**src/rtl/pf_vf_route_lookup.sv**
```systemverilog
// pf_vf_route_lookup: per-packet PF/VF routing lookup ahead of the PF/VF MUX.
// The SOP beat's (pf, vf, vf_active) tag is matched against a static table.
// The lowest matching entry wins; a miss routes to DEFAULT_PORT.
// Every beat of the packet carries the resolved port through one registered
// valid/ready stage.
// Optional feature macro: OFS_PF_VF_ROUTE_MISS_CNT_EN adds a saturating
// miss_cnt output.
module pf_vf_route_lookup #(
    parameter int unsigned NUM_ENTRIES  = 8,
    parameter int unsigned PF_WIDTH     = 3,
    parameter int unsigned VF_WIDTH     = 11,
    parameter int unsigned NUM_PORT     = 4,
    parameter int unsigned DATA_W       = 512,
    localparam int unsigned PORT_W      = (NUM_PORT < 2) ? 1 : $clog2(NUM_PORT),
    parameter logic [NUM_ENTRIES*PF_WIDTH-1:0] TBL_PF        = '0,
    parameter logic [NUM_ENTRIES*VF_WIDTH-1:0] TBL_VF        = '0,
    parameter logic [NUM_ENTRIES-1:0]          TBL_VF_ACTIVE = '0,
    parameter logic [NUM_ENTRIES*PORT_W-1:0]   TBL_PORT      = '0,
    parameter int unsigned DEFAULT_PORT = 0
) (
    input  logic                clk,
    input  logic                rst,
    input  logic                in_valid,
    output logic                in_ready,
    input  logic                in_sop,
    input  logic                in_eop,
    input  logic [PF_WIDTH-1:0] in_pf,
    input  logic [VF_WIDTH-1:0] in_vf,
    input  logic                in_vf_active,
    input  logic [DATA_W-1:0]   in_data,
    output logic                out_valid,
    input  logic                out_ready,
    output logic                out_sop,
    output logic                out_eop,
    output logic [PORT_W-1:0]   out_port,
    output logic                out_miss,
    output logic [DATA_W-1:0]   out_data
`ifdef OFS_PF_VF_ROUTE_MISS_CNT_EN
    ,
    output logic [15:0]         miss_cnt
`endif
);

    typedef enum logic {IDLE, IN_PKT} state_t;

    localparam logic [PORT_W-1:0] DEF_PORT = PORT_W'(DEFAULT_PORT);

    state_t              r_state;
    logic                r_out_valid;
    logic                r_out_sop;
    logic                r_out_eop;
    logic [PORT_W-1:0]   r_out_port;
    logic                r_out_miss;
    logic [DATA_W-1:0]   r_out_data;
    logic [PORT_W-1:0]   r_cur_port;
    logic                r_cur_miss;
    logic                r_err_sop;

    logic                w_in_ready;
    logic                w_accept;
    logic                w_hit;
    logic [PORT_W-1:0]   w_hit_port;
    logic [PORT_W-1:0]   w_lu_port;
    logic                w_lu_miss;

    // A destination port outside the MUX range is a table configuration error.
    for (genvar g = 0; g < int'(NUM_ENTRIES); g++) begin : g_port_chk
        if (int'(TBL_PORT[g*PORT_W +: PORT_W]) >= int'(NUM_PORT)) begin : g_bad
            $error("pf_vf_route_lookup: TBL_PORT entry %0d exceeds NUM_PORT", g);
        end
    end

    assign w_in_ready = ~r_out_valid | out_ready;
    assign w_accept   = in_valid & w_in_ready;

    // Table search on the current input tag; the lowest matching index wins.
    always_comb begin
        w_hit      = 1'b0;
        w_hit_port = '0;
        for (int unsigned i = 0; i < NUM_ENTRIES; i++) begin
            if (!w_hit &&
                in_pf == TBL_PF[i*PF_WIDTH +: PF_WIDTH] &&
                in_vf_active == TBL_VF_ACTIVE[i] &&
                (!in_vf_active || in_vf == TBL_VF[i*VF_WIDTH +: VF_WIDTH])) begin
                w_hit      = 1'b1;
                w_hit_port = TBL_PORT[i*PORT_W +: PORT_W];
            end
        end
        w_lu_port = w_hit ? w_hit_port : DEF_PORT;
        w_lu_miss = ~w_hit;
    end

    // Packet FSM plus the registered output stage.
    always_ff @(posedge clk) begin
        if (rst) begin
            r_state     <= IDLE;
            r_out_valid <= 1'b0;
            r_out_sop   <= 1'b0;
            r_out_eop   <= 1'b0;
            r_out_port  <= '0;
            r_out_miss  <= 1'b0;
            r_out_data  <= '0;
            r_cur_port  <= '0;
            r_cur_miss  <= 1'b0;
            r_err_sop   <= 1'b0;
        end else if (w_accept) begin
            r_out_valid <= 1'b1;
            r_out_sop   <= in_sop;
            r_out_eop   <= in_eop;
            r_out_data  <= in_data;
            if (in_sop) begin
                // A SOP is always a fresh lookup, even if it interrupts a packet.
                r_out_port <= w_lu_port;
                r_out_miss <= w_lu_miss;
                r_cur_port <= w_lu_port;
                r_cur_miss <= w_lu_miss;
                r_state    <= in_eop ? IDLE : IN_PKT;
                if (r_state == IN_PKT) begin
                    r_err_sop <= 1'b1;
                end
            end else begin
                case (r_state)
                    IN_PKT: begin
                        r_out_port <= r_cur_port;
                        r_out_miss <= r_cur_miss;
                        if (in_eop) begin
                            r_state <= IDLE;
                        end
                    end
                    default: begin
                        r_out_port <= DEF_PORT;
                        r_out_miss <= 1'b1;
                        r_err_sop  <= 1'b1;
                    end
                endcase
            end
        end else if (out_ready) begin
            r_out_valid <= 1'b0;
        end
    end

`ifdef OFS_PF_VF_ROUTE_MISS_CNT_EN
    logic [15:0] r_miss_cnt;

    // Saturating count of missed packets, taken on the SOP beat's output handshake.
    always_ff @(posedge clk) begin
        if (rst) begin
            r_miss_cnt <= '0;
        end else if (r_out_valid && out_ready && r_out_sop && r_out_miss &&
                     r_miss_cnt != 16'hFFFF) begin
            r_miss_cnt <= r_miss_cnt + 16'd1;
        end
    end

    assign miss_cnt = r_miss_cnt;
`endif

    // The protocol-error flag only clears on reset.
    a_err_sop_sticky: assert property (@(posedge clk) disable iff (rst)
        r_err_sop |=> r_err_sop);

    // A stalled output beat must not change.
    a_out_stable: assert property (@(posedge clk) disable iff (rst)
        (r_out_valid && !out_ready) |=>
        (r_out_valid && $stable(r_out_data) && $stable(r_out_port) &&
         $stable(r_out_miss) && $stable(r_out_sop) && $stable(r_out_eop)));

    assign in_ready  = w_in_ready;
    assign out_valid = r_out_valid;
    assign out_sop   = r_out_sop;
    assign out_eop   = r_out_eop;
    assign out_port  = r_out_port;
    assign out_miss  = r_out_miss;
    assign out_data  = r_out_data;

endmodule

```
**config.mk**
```make
export PLATFORM = sky130hd
export DESIGN_NAME = pf_vf_route_lookup
export DESIGN_NICKNAME = d
export VERILOG_FILES = /design/src/rtl/pf_vf_route_lookup.sv
export SDC_FILE = /design/constraint.sdc
export NUM_CORES = 1
export LEC_CHECK = 0
export ABC_AREA = 1
export CAP_MARGIN = 20
export CORE_AREA = 2 2 406 408
export CTS_CLUSTER_DIAMETER = 200
export CTS_CLUSTER_SIZE = 30
export DETAILED_ROUTE_END_ITERATION = 6
export DIE_AREA = 0 0 408 410
export PLACE_DENSITY_LB_ADDON = 0.1
export SYNTH_ARGS = -nofsm -noshare
export SYNTH_HDL_FRONTEND = slang
export SYNTH_SLANG_ARGS = --single-unit
```
**constraint.sdc**
```tcl
create_clock -name clk -period 1.15 [get_ports clk]
set_input_delay 0.115 -clock clk [delete_from_list [all_inputs] [get_ports clk]]
set_output_delay 0.115 -clock clk [all_outputs]
set_load 0.05 [all_outputs]
```
==> metrics.csv, run 1 <==
metric,value,unit
seq_power_share,0.420,
max_cap_viol_count,0,
yosys-top-cells-count,"nor2_1, dfxtp_1, o21ai_1",
port_buffers,1038,
overflow,0,
ff2ff_setup_slack,-0.34,ns
timing.final.ws_setup,-0.3462,ns
ys_types,17,
grt_max_degree,50,
max_stage_delay,0.42,ns
synth_top_family_by_area,simple AND/OR/NAND/NOR gates,
clock_path_buffers,3,
drc,0,
dieWidth,408,µm
yosys.area_share.adder,0,
clk-insertion-delay-late,0.65,ns
vias_per_cell,3.423,
finalWirelength,124000,µm
cts_tree,built,
yosysWarnings,0,
reg2regPathDepth,8,
fp.dieH,410,µm
crit_type,register to output pin,
drive_above_1_share,0.2629,
synth_area_leaders,"dfxtp_1, nor2_1, o21ai_1",
cts-htree-levels,1,
worstHoldStart,in_data[319],
status,finished with violations,
synth-xor-area-share,0,
synth_top_cell_by_area,dfxtp_1,
fin_nets,4034,
internal-power,32.03,mW
synth_edf_count,0,
p_leak,16.23,nW
cp_data_required_time,1.03,ns
worst-path-max-fanout,3,
crit_family,flip-flops,
timing.rr.end,out_data[312],
power_frac_clock,0.207,
syn_inst,2258,
num_io_pins,1052,
p_sw,17.86,mW
crit_arrival,1.38,ns
root_buffer,clkbuf_16,
area_growth,129.3,%
drtIter0Drc,644,
grt_pass1_wl,159000,µm
synth_top_area_frac,0.5799,
maxSlewViolCount,0,
ys.flop_type,dfxtp_1,
post-place-ws,-0.8403,ns
holdPathStages,3,
finClkSkew,0.03493,ns
ys_ff_latch,518,
start_kind,register,
max_freq,0.6684,GHz
violations,setup timing,
vias,19520,
finalCoreUtilization,0.2508,
placed_area,36920,µm²
hold_path_class,input pin to register,
cp.depth,3,
min_to,out_data[319],
switching_share,0.3581,
r2r_start,out_valid,
antenna_left,0,
routedWlPerCell,21.73,µm
clock_sinks,518,
antenna_found_initial,33,
gp_congestion,0.7675,
rsz0062_at_grt,true,
synth-compound-area-share,0.1455,
cp_cell_sequence,"nand2_8, buf_6, buf_12",
timing.final.crit_share,1.301,
fin_area,41000,µm²
first_global_vias,19440,
yosysMostFrequentCell,nor2_1,
hpwlAfterDp,92130,µm
cp_slowest_cell,dfxtp_4,
finalCriticalPeriod,1.496,ns
powerDensity,1217,nW/µm²
finalPower,49.89,mW
cp-end-kind,output pin,
comb_power_share,0.373,
syn_avg_cell_area,7.919,µm²
dr.pass1.iters,5,
start_util,0.1094,
core_area,163500,µm²
dieArea,167300,µm²
peakVddDrop,796.4,µV
cts_made_buffers,21,
timing.hold.ws,0.07590,ns
synth.area.mux_share,0,
netlist_area,17880,µm²
ys_seq_area_frac,0.5799,
synthSimpleGateAreaFrac,0.2187,
crit_buf_inv,2,
synthArstFlopShare,0,
finalSetupViolCount,1033,
num_rows,149,
hold_viol,0,
gr-usage-all-layers,0.1333,
path_clk_slew,0.13,ns
[worst max-delay path by stage]
stage	from	end	slack [ns]
6_report	out_valid	in_ready	-0.35
5_1_grt	out_valid	in_ready	-0.43
4_1_cts	out_valid	in_ready	-0.44
3_5_place_dp	out_ready	out_data[486]	-0.84
3_3_place_gp	out_ready	out_data[486]	-0.91
2_1_floorplan	out_valid	out_data[118]	-0.12
[registers in the layout (all words and copies together), names as in the netlist]
| register | cells |
|---|---|
| r_cur_miss | 1 |
| out_sop | 1 |
| out_valid | 1 |
| out_miss | 1 |
| out_data | 512 |
| r_state | 1 |
| out_eop | 1 |
[kinds of logic (layout without fill, tap and decap cells)]
logic type             after synthesis  in the layout
and+or+nand+nor                   1041           1041
AOI/OAI and AO/OA                  519            519
DFF                                518            518
buffers and inverters              179           1423
other                                1             14
[final cells by class]
type                    instances  area (µm²)
diodes                         12       30.03
clock buffers                  22       529.3
clock inverters                 3       33.78
fillers                     17670      122500
inverters                       7       33.78
multi-input cells            1562        6882
flip-flops and latches        518       10570
well taps                    2189        2739
repair buffers               1391       20180
[worst reg2reg max path: cells and delay by family, from the launching register on]
family	cells	cell delay [ns]
flip-flops	1	0.40
AND/OR/NAND/NOR	2	0.14
buffers and inverters	5	0.76
AO/OA/AOI/OAI	1	0.17
[per-layer routing]
layer | up-vias | track usage | share of wire
met2 | 543 | 0.2409 | 0.52
met1 | 9116 | 0.1473 | 0.39
met4 | 32 | 0.03659 | 0.023
li1 | 9727 | - | -
met5 | - | 0 | 0.0017
met3 | 105 | 0.04533 | 0.069
[what timing repair did]
item                                    CTS  global route
endpoints found under the hold margin   108             0
gates cloned                              7            46
gates resized for setup                 173           129
hold buffers                            108             0
setup buffers                             6            17
pin swaps                                10           103
setup endpoints to repair              1033          1034
[layout by cell type (no fill, tap or decap), drive strengths merged]
| master | synthesis | routed |
|---|---|---|
| buf | 134 | 725 |
| clkdlybuf4s50 | 0 | 521 |
| dlygate4sd3 | 0 | 108 |
| nand3 | 2 | 2 |
| o21ai | 512 | 512 |
| diode | 0 | 12 |
| bufbuf | 0 | 3 |
| nand2 | 13 | 13 |
| dfxtp | 518 | 518 |
| inv | 7 | 10 |
| conb | 1 | 2 |
| a21oi | 7 | 7 |
| clkbuf | 38 | 56 |
| nor2 | 1026 | 1026 |
[power groups by stage]
stage,clock (mW),sequential (mW),combinational [mW]
3_5_place_dp,0,21.3,17.2
6_report,10.3,20.9,18.6
3_3_place_gp,0,21.3,17.2
5_1_grt,11.7,21.1,19.6
4_1_cts,11.4,20.9,17.9
2_1_floorplan,0,25.3,2.78
[metrics by stage]
stage / instances / setup TNS [ns]
4_1_cts: 5630 / -273.82
6_report: 5704 / -209.39
3_5_place_dp: 5484 / -320.59
2_1_floorplan: 2259 / -57.38
3_3_place_gp: 5484 / -322.35
5_1_grt: 5698 / -287.53
(Power assumes the default switching activity.)
==> run 2, diff against run 1 <==
Settings changed: GPL_ROUTABILITY_DRIVEN from default to 0, SLEW_MARGIN from default to 20.
==> results of run 2 <==
The final DEF is identical to that of run 1; final timing and power are the same.
